[config.mk]
export PLATFORM = sky130hd
export DESIGN_NAME = dec_key_schedule_flat
export DESIGN_NICKNAME = d
export VERILOG_FILES = /design/src/rtl/boron_pkg.sv /design/src/rtl/dec_key_schedule_if.sv /design/src/rtl/dec_s_box.sv /design/src/rtl/ks_step.sv /design/src/rtl/s_box.sv /design/src/rtl/dec_key_schedule.sv /design/src/flat_wrapper.sv
export SDC_FILE = /design/constraint.sdc
export NUM_CORES = 1
export LEC_CHECK = 0
export BUFFER_PORTS_ARGS = -buffer_cell sky130_fd_sc_hd__buf_2
export CAP_MARGIN = 20
export CORE_ASPECT_RATIO = 0.8
export CORE_MARGIN = 2
export CORE_UTILIZATION = 49
export CTS_BUF_LIST = sky130_fd_sc_hd__clkbuf_16
export CTS_CLUSTER_DIAMETER = 200
export DETAILED_ROUTE_END_ITERATION = 8
export GPL_TIMING_DRIVEN = 1
export PLACE_DENSITY = 0.79
export RECOVER_POWER = 100
export SKIP_LAST_GASP = 1
export SYNTH_ARGS = -nofsm -noshare
export SYNTH_HDL_FRONTEND = slang
export SYNTH_SLANG_ARGS = --single-unit
[constraint.sdc]
create_clock -name i_clk -period 2 [get_ports i_clk]
set_input_delay 0.4 -clock i_clk [delete_from_list [all_inputs] [get_ports i_clk]]
set_output_delay 0.4 -clock i_clk [all_outputs]
set_load 0.1 [all_outputs]
[src/rtl/boron_pkg.sv]
// boron_pkg: shared constants and types for the BORON decryption key schedule.
// The key register holds KEY_W bits, and each round key is its low RK_W bits.
package boron_pkg;

    localparam int ROUNDS = 25;
    localparam int KEY_W  = 80;
    localparam int RK_W   = 64;
    localparam int ROT    = 13;
    localparam int RC_W   = 5;

    typedef enum logic [1:0] {
        ST_IDLE,
        ST_EXPAND,
        ST_ISSUE
    } state_e;

    typedef enum logic {
        DIR_FWD = 1'b0,
        DIR_REV = 1'b1
    } dir_e;

endpackage

[src/rtl/dec_key_schedule_if.sv]
// dec_key_schedule_if: bundles the master-key and round-key handshake signals.
// The slave modport is for the key schedule. The master modport is for whoever
// drives it. Signal names are written from the key schedule's point of view.
interface dec_key_schedule_if;

    logic                         i_key_valid;
    logic                         o_key_ready;
    logic [boron_pkg::KEY_W-1:0]  i_key;
    logic                         o_rk_valid;
    logic                         i_rk_ready;
    logic [boron_pkg::RK_W-1:0]   o_rk;
    logic [boron_pkg::RC_W-1:0]   o_rk_idx;
    logic                         o_rk_last;
    logic                         o_busy;

    modport slave (
        input  i_key_valid, i_key, i_rk_ready,
        output o_key_ready, o_rk_valid, o_rk, o_rk_idx, o_rk_last, o_busy
    );

    modport master (
        output i_key_valid, i_key, i_rk_ready,
        input  o_key_ready, o_rk_valid, o_rk, o_rk_idx, o_rk_last, o_busy
    );

endinterface

[src/rtl/dec_s_box.sv]
// dec_s_box: inverse of the BORON 4-bit substitution.
module dec_s_box (
    input  logic [3:0] x_i,
    output logic [3:0] y_o
);

    // Table lookup of the inverse S-box.
    always_comb begin
        case (x_i)
            4'h0:    y_o = 4'hA;
            4'h1:    y_o = 4'h3;
            4'h2:    y_o = 4'h9;
            4'h3:    y_o = 4'hE;
            4'h4:    y_o = 4'h1;
            4'h5:    y_o = 4'hD;
            4'h6:    y_o = 4'hF;
            4'h7:    y_o = 4'h4;
            4'h8:    y_o = 4'hC;
            4'h9:    y_o = 4'h5;
            4'hA:    y_o = 4'h7;
            4'hB:    y_o = 4'h2;
            4'hC:    y_o = 4'h6;
            4'hD:    y_o = 4'h8;
            4'hE:    y_o = 4'h0;
            default: y_o = 4'hB;
        endcase
    end

endmodule

[src/rtl/ks_step.sv]
// ks_step: one combinational BORON key-schedule step in either direction.
// Forward takes K_{rc-1} to K_rc. Reverse takes K_rc back to K_{rc-1}.
module ks_step
    import boron_pkg::*;
(
    input  logic [KEY_W-1:0] k_i,
    input  logic [RC_W-1:0]  rc_i,
    input  dir_e             dir_i,
    output logic [KEY_W-1:0] k_o
);

    logic [KEY_W-1:0] rotL;
    logic [KEY_W-1:0] fwdK;
    logic [KEY_W-1:0] revPre;
    logic [KEY_W-1:0] revK;
    logic [3:0]       sOut;
    logic [3:0]       sInvOut;

    assign rotL = (k_i << ROT) | (k_i >> (KEY_W - ROT));

    s_box uSBox (
        .x_i (rotL[3:0]),
        .y_o (sOut)
    );

    // The round-constant XOR on [63:59] does not touch nibble [3:0], so the
    // inverse S-box can look at the incoming key directly.
    dec_s_box uDecSBox (
        .x_i (k_i[3:0]),
        .y_o (sInvOut)
    );

    assign fwdK = {rotL[KEY_W-1:RK_W],
                   rotL[RK_W-1 -: RC_W] ^ rc_i,
                   rotL[RK_W-RC_W-1:4],
                   sOut};

    assign revPre = {k_i[KEY_W-1:RK_W],
                     k_i[RK_W-1 -: RC_W] ^ rc_i,
                     k_i[RK_W-RC_W-1:4],
                     sInvOut};

    assign revK = (revPre >> ROT) | (revPre << (KEY_W - ROT));

    assign k_o = (dir_i == DIR_REV) ? revK : fwdK;

endmodule

[src/rtl/s_box.sv]
// s_box: BORON forward 4-bit substitution.
module s_box (
    input  logic [3:0] x_i,
    output logic [3:0] y_o
);

    // Table lookup of the forward S-box.
    always_comb begin
        case (x_i)
            4'h0:    y_o = 4'hE;
            4'h1:    y_o = 4'h4;
            4'h2:    y_o = 4'hB;
            4'h3:    y_o = 4'h1;
            4'h4:    y_o = 4'h7;
            4'h5:    y_o = 4'h9;
            4'h6:    y_o = 4'hC;
            4'h7:    y_o = 4'hA;
            4'h8:    y_o = 4'hD;
            4'h9:    y_o = 4'h2;
            4'hA:    y_o = 4'h0;
            4'hB:    y_o = 4'hF;
            4'hC:    y_o = 4'h8;
            4'hD:    y_o = 4'h5;
            4'hE:    y_o = 4'h3;
            default: y_o = 4'h6;
        endcase
    end

endmodule

[src/rtl/dec_key_schedule.sv]
// dec_key_schedule: iterative BORON decryption key schedule.
// The block expands an 80-bit master key forward to K_ROUNDS. It then issues
// K_ROUNDS..K_0 over a valid/ready handshake by undoing one step per beat.
// Optional macro DEC_KS_CACHE_EN keeps the last master key and its K_ROUNDS,
// so a repeated key goes straight to issuing without expansion.
module dec_key_schedule
    import boron_pkg::*;
(
    input  logic              i_clk,
    input  logic              i_rst_n,
    dec_key_schedule_if.slave bus
);

    state_e           state_q, state_d;
    logic [KEY_W-1:0] key_q, key_d;
    logic [RC_W-1:0]  rc_q, rc_d;
    logic [RC_W-1:0]  idx_q, idx_d;

    logic [KEY_W-1:0] stepK;
    logic [RC_W-1:0]  stepRc;
    dir_e             stepDir;

    logic             keyAccept;
    logic             rkFire;
    logic             expandDone;
    logic             cacheHit;
    logic [KEY_W-1:0] cacheRk;

    logic             keyReady;
    logic             rkValid;
    logic             rkLast;
    logic             busy;
    logic [RK_W-1:0]  rk;

    assign keyAccept  = (state_q == ST_IDLE) && bus.i_key_valid;
    assign rkFire     = (state_q == ST_ISSUE) && bus.i_rk_ready;
    assign expandDone = (state_q == ST_EXPAND) && (rc_q == RC_W'(ROUNDS));

`ifdef DEC_KS_CACHE_EN
    logic [KEY_W-1:0] cacheKey_q;
    logic [KEY_W-1:0] cacheRk_q;
    logic             cacheValid_q;

    assign cacheHit = cacheValid_q && (bus.i_key == cacheKey_q);
    assign cacheRk  = cacheRk_q;

    // Forget the cache when a new key arrives, then capture its K_ROUNDS once expansion completes.
    always_ff @(posedge i_clk or negedge i_rst_n) begin
        if (!i_rst_n) begin
            cacheValid_q <= 1'b0;
            cacheKey_q   <= '0;
            cacheRk_q    <= '0;
        end else if (keyAccept && !cacheHit) begin
            cacheValid_q <= 1'b0;
            cacheKey_q   <= bus.i_key;
        end else if (expandDone) begin
            cacheValid_q <= 1'b1;
            cacheRk_q    <= stepK;
        end
    end
`else
    assign cacheHit = 1'b0;
    assign cacheRk  = '0;
`endif

    // The same step unit runs forward during expansion and backward while issuing.
    assign stepDir = (state_q == ST_ISSUE) ? DIR_REV : DIR_FWD;
    assign stepRc  = (state_q == ST_ISSUE) ? idx_q : rc_q;

    ks_step uStep (
        .k_i   (key_q),
        .rc_i  (stepRc),
        .dir_i (stepDir),
        .k_o   (stepK)
    );

    // State register.
    always_ff @(posedge i_clk or negedge i_rst_n) begin
        if (!i_rst_n) begin
            state_q <= ST_IDLE;
        end else begin
            state_q <= state_d;
        end
    end

    // Next-state decode: IDLE -> EXPAND (or ISSUE on a cache hit) -> ISSUE -> IDLE.
    always_comb begin
        state_d = state_q;
        case (state_q)
            ST_IDLE: begin
                if (keyAccept) begin
                    state_d = cacheHit ? ST_ISSUE : ST_EXPAND;
                end
            end
            ST_EXPAND: begin
                if (expandDone) begin
                    state_d = ST_ISSUE;
                end
            end
            ST_ISSUE: begin
                if (rkFire && (idx_q == '0)) begin
                    state_d = ST_IDLE;
                end
            end
            default: state_d = ST_IDLE;
        endcase
    end

    // Moore outputs. The round key is only driven while a beat is being offered.
    always_comb begin
        keyReady = 1'b0;
        rkValid  = 1'b0;
        rkLast   = 1'b0;
        busy     = 1'b1;
        rk       = '0;
        case (state_q)
            ST_IDLE: begin
                keyReady = 1'b1;
                busy     = 1'b0;
            end
            ST_ISSUE: begin
                rkValid = 1'b1;
                rk      = key_q[RK_W-1:0];
                rkLast  = (idx_q == '0);
            end
            default: ;
        endcase
    end

    assign bus.o_key_ready = keyReady;
    assign bus.o_rk_valid  = rkValid;
    assign bus.o_rk        = rk;
    assign bus.o_rk_idx    = idx_q;
    assign bus.o_rk_last   = rkLast;
    assign bus.o_busy      = busy;

    // Datapath next values: load the key, step forward during expansion, and step back on each accepted beat.
    always_comb begin
        key_d = key_q;
        rc_d  = rc_q;
        idx_d = idx_q;
        case (state_q)
            ST_IDLE: begin
                if (keyAccept) begin
                    if (cacheHit) begin
                        key_d = cacheRk;
                        idx_d = RC_W'(ROUNDS);
                    end else begin
                        key_d = bus.i_key;
                        rc_d  = RC_W'(1);
                    end
                end
            end
            ST_EXPAND: begin
                key_d = stepK;
                rc_d  = rc_q + RC_W'(1);
                if (expandDone) begin
                    idx_d = RC_W'(ROUNDS);
                end
            end
            ST_ISSUE: begin
                if (rkFire && (idx_q != '0)) begin
                    key_d = stepK;
                    idx_d = idx_q - RC_W'(1);
                end
            end
            default: ;
        endcase
    end

    // Datapath registers: the key register and the round and index counters.
    always_ff @(posedge i_clk or negedge i_rst_n) begin
        if (!i_rst_n) begin
            key_q <= '0;
            rc_q  <= '0;
            idx_q <= '0;
        end else begin
            key_q <= key_d;
            rc_q  <= rc_d;
            idx_q <= idx_d;
        end
    end

endmodule
[src/flat_wrapper.sv]
// flat-port wrapper written by rule: the top's interface ports become plain ports
module dec_key_schedule_flat import boron_pkg::*;
  (i_clk, i_rst_n, bus_i_key_valid, bus_i_key, bus_i_rk_ready, bus_o_key_ready, bus_o_rk_valid, bus_o_rk, bus_o_rk_idx, bus_o_rk_last, bus_o_busy);
  dec_key_schedule_if bus_i ();
  input  logic i_clk;
  input  logic i_rst_n;
  input wire logic [$bits(bus_i.i_key_valid)-1:0] bus_i_key_valid;
  input wire logic [$bits(bus_i.i_key)-1:0] bus_i_key;
  input wire logic [$bits(bus_i.i_rk_ready)-1:0] bus_i_rk_ready;
  output wire logic [$bits(bus_i.o_key_ready)-1:0] bus_o_key_ready;
  output wire logic [$bits(bus_i.o_rk_valid)-1:0] bus_o_rk_valid;
  output wire logic [$bits(bus_i.o_rk)-1:0] bus_o_rk;
  output wire logic [$bits(bus_i.o_rk_idx)-1:0] bus_o_rk_idx;
  output wire logic [$bits(bus_i.o_rk_last)-1:0] bus_o_rk_last;
  output wire logic [$bits(bus_i.o_busy)-1:0] bus_o_busy;
  assign bus_i.i_key_valid = bus_i_key_valid;
  assign bus_i.i_key = bus_i_key;
  assign bus_i.i_rk_ready = bus_i_rk_ready;
  assign bus_o_key_ready = bus_i.o_key_ready;
  assign bus_o_rk_valid = bus_i.o_rk_valid;
  assign bus_o_rk = bus_i.o_rk;
  assign bus_o_rk_idx = bus_i.o_rk_idx;
  assign bus_o_rk_last = bus_i.o_rk_last;
  assign bus_o_busy = bus_i.o_busy;
  dec_key_schedule u_core (.i_clk(i_clk), .i_rst_n(i_rst_n), .bus(bus_i));
endmodule
Word level (Yosys, flattened, before mapping)
Memory sizes are Yosys's and may differ from the RTL's.
Index checks and enable logic that the tools add are counted.
{"block": "classes", "n_addsub": 2, "multipliers": 0, "div_mod_pow": 0, "n_lt_le_gt_ge": 0, "eq_ne": 7, "n_shift": 0, "muxes": 19, "bitwise_logic": 4, "n_reduce_logical": 15}
{"operator": "$mux 80", "n": 3}
{"operator": "$pmux 80 s3", "n": 1}
{"operator": "$or 67x80->80", "n": 1}
{"operator": "$or 80x13->80", "n": 1}
{"operator": "$mux 64", "n": 1}
{"operator": "$mux 5", "n": 4}
{"operator": "$pmux 5 s2", "n": 2}
{"operator": "$xor 5x5->5", "n": 2}
{"operator": "$reduce_and 3->1", "n": 3}
{"operator": "$mux 2", "n": 3}
{"operator": "$pmux 2 s3", "n": 1}
{"operator": "$add 5x1->5 const B", "n": 1}
{"operator": "$eq 5x5->1 const B", "n": 1}
{"operator": "$logic_and 1x1->1", "n": 5}
{"operator": "$logic_not 5->1", "n": 1}
{"operator": "$reduce_bool 5->1", "n": 1}
{"operator": "$sub 5x1->5 const B", "n": 1}
{"operator": "$mux 1", "n": 4}
{"operator": "$ne 2x1->1 const B", "n": 2}
{"operator": "$ne 2x2->1 const B", "n": 2}
{"operator": "$reduce_bool 2->1", "n": 2}
{"operator": "$reduce_bool 3->1", "n": 1}
{"operator": "$eq 2x1->1 const B", "n": 1}
{"operator": "$eq 2x2->1 const B", "n": 1}
{"operator": "2 further kinds", "n": 2}
{"block": "word_totals", "regBits": 92, "latchBits": 0, "ramBits": 0, "mem_bits_ro": 128, "wordCells": 53, "n_memories": 2}
{"memory": "(name not given)", "depth": 16, "width": 4, "read_ports": 1, "rd_clocked_by_memory_dff": 0, "wr": 0, "line_no": "dec_s_box.sv:9", "source": "case (x_i)"}
{"memory": "(name not given)", "depth": 16, "width": 4, "read_ports": 1, "rd_clocked_by_memory_dff": 0, "wr": 0, "line_no": "s_box.sv:9", "source": "case (x_i)"}

Logic depth before layout (Yosys ltp)
{"block": "logic_depth", "depth_word": 7, "ltp_mapped": 9, "mapped_depth_nobuf": 6}

Modules after synthesis
From an unflattened synthesis, not the netlist that was laid out.
{"block": "hier_totals", "hier_cells": 661, "hier_area_um2": 6637.6}
{"mod": "dec_key_schedule", "n_inst": 1, "cells_each": 509, "area_each_um2": 4869.7, "seq_area_each_um2": 2302.2}
{"mod": "ks_step", "n_inst": 1, "cells_each": 110, "area_each_um2": 1390.1, "seq_area_each_um2": 0.0}
{"mod": "dec_s_box", "n_inst": 1, "cells_each": 21, "area_each_um2": 222.7, "seq_area_each_um2": 0.0}
{"mod": "s_box", "n_inst": 1, "cells_each": 21, "area_each_um2": 155.1, "seq_area_each_um2": 0.0}

Least setup slack after synthesis
No wires, ideal clock.
{"block": "synth_path", "path_type": "register -> output", "from": "register u_core.state_q[0]", "to": "output bus_o_rk[0]", "arrival_ns": 3.248, "required_ns": 1.600, "path_slack_ns": -1.648, "stages_incl_launch_ff": 7, "path_buffers": 2, "path_cell_list": "dfrtp_1 > inv_1 > ha_1 > clkbuf_1 > clkinv_1 > clkbuf_1 > nor2_1"}
{"block": "synth_via", "elab_chain_len": 2}
{"item": "start, declared", "line_no": "dec_key_schedule.sv:14", "source": "state_e state_q, state_d;"}
{"item": "start signal, assigned", "line_no": "dec_key_schedule.sv:82", "source": "state_q <= state_d;"}
{"item": "$eq 2x2->1", "line_no": "dec_key_schedule.sv:116", "source": "case (state_q)"}
{"item": "$mux 64", "line_no": "dec_key_schedule.sv:116"}
{"item": "end, declared", "line_no": "flat_wrapper.sv:12", "source": "output wire logic [$bits(bus_i.o_rk)-1:0] bus_o_rk;"}
Every way passes these cells.

Worst setup path in the final report
{"block": "layout_path", "from": "register u_core.idx_q[1] (netlist: u_core.bus.o_rk_idx[1])", "to": "register u_core.key_q[16]"}
{"block": "layout_via", "elab_chain_len": 4}
{"item": "start, declared", "line_no": "dec_key_schedule.sv:17", "source": "logic [RC_W-1:0] idx_q, idx_d;"}
{"item": "start signal, assigned", "line_no": "dec_key_schedule.sv:180", "source": "idx_q <= idx_d;"}
{"item": "$reduce_bool 5->1", "line_no": "dec_key_schedule.sv:162", "source": "if (rkFire && (idx_q != '0)) begin"}
{"item": "$logic_and 1x1->1", "line_no": "dec_key_schedule.sv:162"}
{"item": "$ne 2x2->1 (no line)"}
{"item": "$reduce_and 3->1 (no line)"}
{"item": "end signal, assigned", "line_no": "dec_key_schedule.sv:178", "source": "key_q <= key_d;"}
{"item": "end, declared", "line_no": "dec_key_schedule.sv:15", "source": "logic [KEY_W-1:0] key_q, key_d;"}
Every way passes these cells.
A chain may end at the register's enable or synchronous reset.

==> implementation parameters <==
Parameter                              Value

Synth
  Number of flops mapped to enable cells by yosys ... 0
  Prevailing post-synth register cell ... sky130_fd_sc_hd__dfrtp_1
  Ys async rst share ... 100%
  Share of synthesized area occupied by flip-flops and latches ... 38.2%
  Mapped Area ... 6030 um^2
  Post-synthesis instance total ... ~730
  Number of library cell types mapped by synthesis ... 49
  Number of nets produced by synthesis ... 827
  Warnings, synthesis ... 0
  Average cell area after synthesis ... 8.28 um^2
  Synthesis-stage register bit count ... 92

Clock tree
  Clock tree from TritonCTS ... done
  Skew-Pair Late Insertion Delay ... between 0.3 and 0.4 ns
  Post-cts hold buffer count ... 0
  CTS buffer count ... 9
  Register clock-pin slew on the reported worst setup and hold paths ... 0.07 ns
  H-tree depth ... 3
  Buffer levels on the longest clock path ... 2
  Root buffer selected by CTS ... sky130_fd_sc_hd__clkbuf_16
  Clock sinks ... 92

Routing
  Wire length after detailed routing ... 26,800 um
  Average routed wire per standard cell ... 24.7 um
  Number of antenna-violating nets in the routed design ... 0
  Initial DRT Pass Iterations ... 9
  Via-per-instance ratio ... ~6.5
  Number of DRC violations after detailed routing ... 0
  Drt initial violations ... 1,117
  Via count ... 7,090

Critical path
  Required time of the worst setup path ... ~2.3 ns
  Worst Path Arrival ... roughly 2.6 ns
  Type of destination of the critical path ... flip-flop
  Max Fanout on Critical Path ... 12
  Worst setup path class ... flip-flop to flip-flop
  Critical Path Source Type ... flip-flop
  Register-to-Register Setup Slack ... -0.38 ns

STA
  Final worst-path setup slack ... -0.379 ns
  Final worst path period need ... 2.38 ns
  Worst Tran Pin Value ... about 0.93 ns
  Final-layout setup total negative slack ... -22.98 ns
  Normalized max-slew margin ... 37.8%
  Unrepaired setup endpoints after global routing ... yes
  Number of hold violations in the final report ... 0
  Max frequency ... 420 MHz
  Fin Clk Skew ... roughly 0.011 ns
  Post-route clock period utilization ... 119%
  Total of endpoints with negative setup slack in the final report ... 140
  Fin. max-slew vios ... 0

Outcome
  Run status ... complete, but fails checks
  Violated checks ... setup timing

Place
  Cell total after placement ... 1,023
  Global placement routability congestion ... approximately 0.94
  HPWL after DPL ... 15,400 um
  # port buffers ... 156

Final layout
  Net count reported at finish ... 1,027
  Diode insertion count for antenna repair ... 0
  Non-filler cells, final ... between 1,000 and 1,500
  Filler instances ... 667
  Area Growth Syn to Fin ... 58.9%
  Fraction of final layout cells sized beyond drive strength 1 ... between 40% and 50%

Global route
  Vias in the first global route ... approximately 6,700
  Residual overflow from global routing ... 0
  Global-route wire length before repair ... 38,500 um
  Antenna violations before repair ... 0
  Largest net degree at the start of global routing ... 42
  Global-route usage over all layers ... 38.7%

Floorplanning
  Horizontal die dimension ... 128 um
  Initial standard-cell utilization of the core ... 50.0%
  Number of I/O pins ... 157
  Total Die Area ... about 13,000 um^2
  Count of standard-cell rows ... 36
  Placeable core area ... between 10,000 and 15,000 um^2
  Die Y ... 103 um

Min path
  Type of the most critical hold path ... input pin to asynchronous set/reset pin

Run
  Max Cap Violations ... 0
stage by stage:
step | instance area, um^2 | worst slack [ns] | util [%] | hold slack (ns)
floorplan | 6480 | -0.331 | - | 0.104
global placement | 8430 | 0.0252 | 69.8 | 0.376
detailed placement | 8430 | -0.0230 | 69.8 | 0.381
CTS | 9330 | -0.220 | 77.3 | 0.0102
global route | 9580 | -0.396 | 79.4 | 0.204
finish | 9580 | -0.379 | 79.4 | 0.159
cell usage after synthesis, types with 3 or more instances:
library cell,count,share of area (%)
sky130_fd_sc_hd__mux2i_1,69,11
sky130_fd_sc_hd__a21oi_1,70,5.8
sky130_fd_sc_hd__a211oi_1,6,0.75
sky130_fd_sc_hd__buf_2,9,0.75
sky130_fd_sc_hd__and2_1,64,6.6
sky130_fd_sc_hd__o22ai_1,3,0.31
sky130_fd_sc_hd__clkbuf_1,39,2.4
sky130_fd_sc_hd__nand2b_1,6,0.62
sky130_fd_sc_hd__nand3_1,4,0.33
sky130_fd_sc_hd__o21ai_0,82,6.8
sky130_fd_sc_hd__xnor2_1,10,1.5
sky130_fd_sc_hd__a21o_1,3,0.37
sky130_fd_sc_hd__nor2b_1,3,0.31
sky130_fd_sc_hd__inv_1,20,1.2
sky130_fd_sc_hd__a22o_1,3,0.44
sky130_fd_sc_hd__buf_6,7,1.3
sky130_fd_sc_hd__nand2_1,92,5.7
sky130_fd_sc_hd__o21a_1,3,0.37
sky130_fd_sc_hd__nor2_1,76,4.7
sky130_fd_sc_hd__ha_1,15,3.1
sky130_fd_sc_hd__dfrtp_1,92,38
sky130_fd_sc_hd__o21ai_1,13,1.1
worst paths after layout:
| path | start | to | cells past startpoint |
|---|---|---|---|
| worst max register to register | u_core.bus.o_rk_idx[1] | u_core.key_q[16] | 10 |
| min in group i_clk | bus_i_key[56] | u_core.key_q[56] | 3 |
| worst max-delay path | u_core.bus.o_rk_idx[1] | u_core.key_q[16] | 10 |
| worst min register to register | u_core.key_q[77] | u_core.key_q[77] | 2 |
| max in group asynchronous | i_rst_n | u_core.key_q[39] | 2 |
| worst min-delay path | i_rst_n | u_core.bus.o_rk_idx[1] | 1 |
critical path, stage by stage (launching register included):
cell and delay, ns:
sky130_fd_sc_hd__dfrtp_4 0.50, sky130_fd_sc_hd__inv_4 0.07, sky130_fd_sc_hd__ha_4 0.12, sky130_fd_sc_hd__or4b_4 0.49, sky130_fd_sc_hd__buf_6 0.16, sky130_fd_sc_hd__o211ai_4 0.24, sky130_fd_sc_hd__buf_12 0.16, sky130_fd_sc_hd__buf_12 0.16
sky130_fd_sc_hd__buf_16 0.15, sky130_fd_sc_hd__nand2_1 0.06, sky130_fd_sc_hd__o21ai_1 0.15
repair_timing:
| action | in CTS | in global routing |
|---|---|---|
| cloned | 12 | 4 |
| resized for setup | 21 | 63 |
| hold endpoints to repair | 0 | 0 |
| endpoints found under the setup margin | 106 | 151 |
| buffers inserted | 23 | 14 |
| pin swaps | 2 | 10 |
layout by cell type (no fill, tap or decap), types with 9 or more instances in the layout:
cell type                   count
sky130_fd_sc_hd__nand2_2       13
sky130_fd_sc_hd__ha_1          13
sky130_fd_sc_hd__buf_6          9
sky130_fd_sc_hd__nor2_1        73
sky130_fd_sc_hd__buf_12        78
sky130_fd_sc_hd__xnor2_1       10
sky130_fd_sc_hd__o21ai_2       18
sky130_fd_sc_hd__inv_1         18
sky130_fd_sc_hd__o21ai_0       21
sky130_fd_sc_hd__o21ai_1       56
sky130_fd_sc_hd__a21oi_1       68
sky130_fd_sc_hd__mux2i_1       69
sky130_fd_sc_hd__and2_4        61
sky130_fd_sc_hd__buf_16        10
sky130_fd_sc_hd__buf_4         44
sky130_fd_sc_hd__buf_2         83
sky130_fd_sc_hd__dfrtp_1       87
sky130_fd_sc_hd__nand2_1       74
sky130_fd_sc_hd__clkbuf_16     13
state kept, by name, summed over array words and instances, names as in the netlist:
signal               count
u_core.bus.o_rk_idx      5
u_core.key_q            80
u_core.state_q           2
u_core.rc_q              5
area by class of cell:
class / count / area (um^2) / share of cell area (%)
Multi-Input combinational cell: 557 / 3740 / 39.0
Timing Repair Buffer: 246 / 2940 / 30.7
Sequential cell: 92 / 2320 / 24.2
Clock buffer: 9 / 225 / 2.35
Tap cell: 152 / 190 / 1.98
Inverter: 22 / 110 / 1.15
Clock inverter: 7 / 60.1 / 0.627
logic make-up after synthesis:
group	share of synthesized area, %
AO/OA/AOI/OAI	19.0
XOR/XNOR	1.60
adder cells (fa/ha/maj)	3.11
buffers and inverters	6.02
flip-flops	38.2
multiplexers	12.4
AND/OR/NAND/NOR	19.7
metal layers:
layer / share of wire [%] / wire length [um] / global-route usage (%) / vias to the layer above
li1: - / - / - / 2895
met1: 36 / 9630 / 51.3 / 3318
met2: 43 / 11500 / 60.0 / 670
met3: 14 / 3770 / 11.2 / 207
met4: 7.1 / 1920 / 17.2 / 0
met5: 0 / 0 / 0 / -
Power is left out: the tool's default activity adds up to more than one toggle a clock period on the data nets, which glitch-free logic cannot reach.
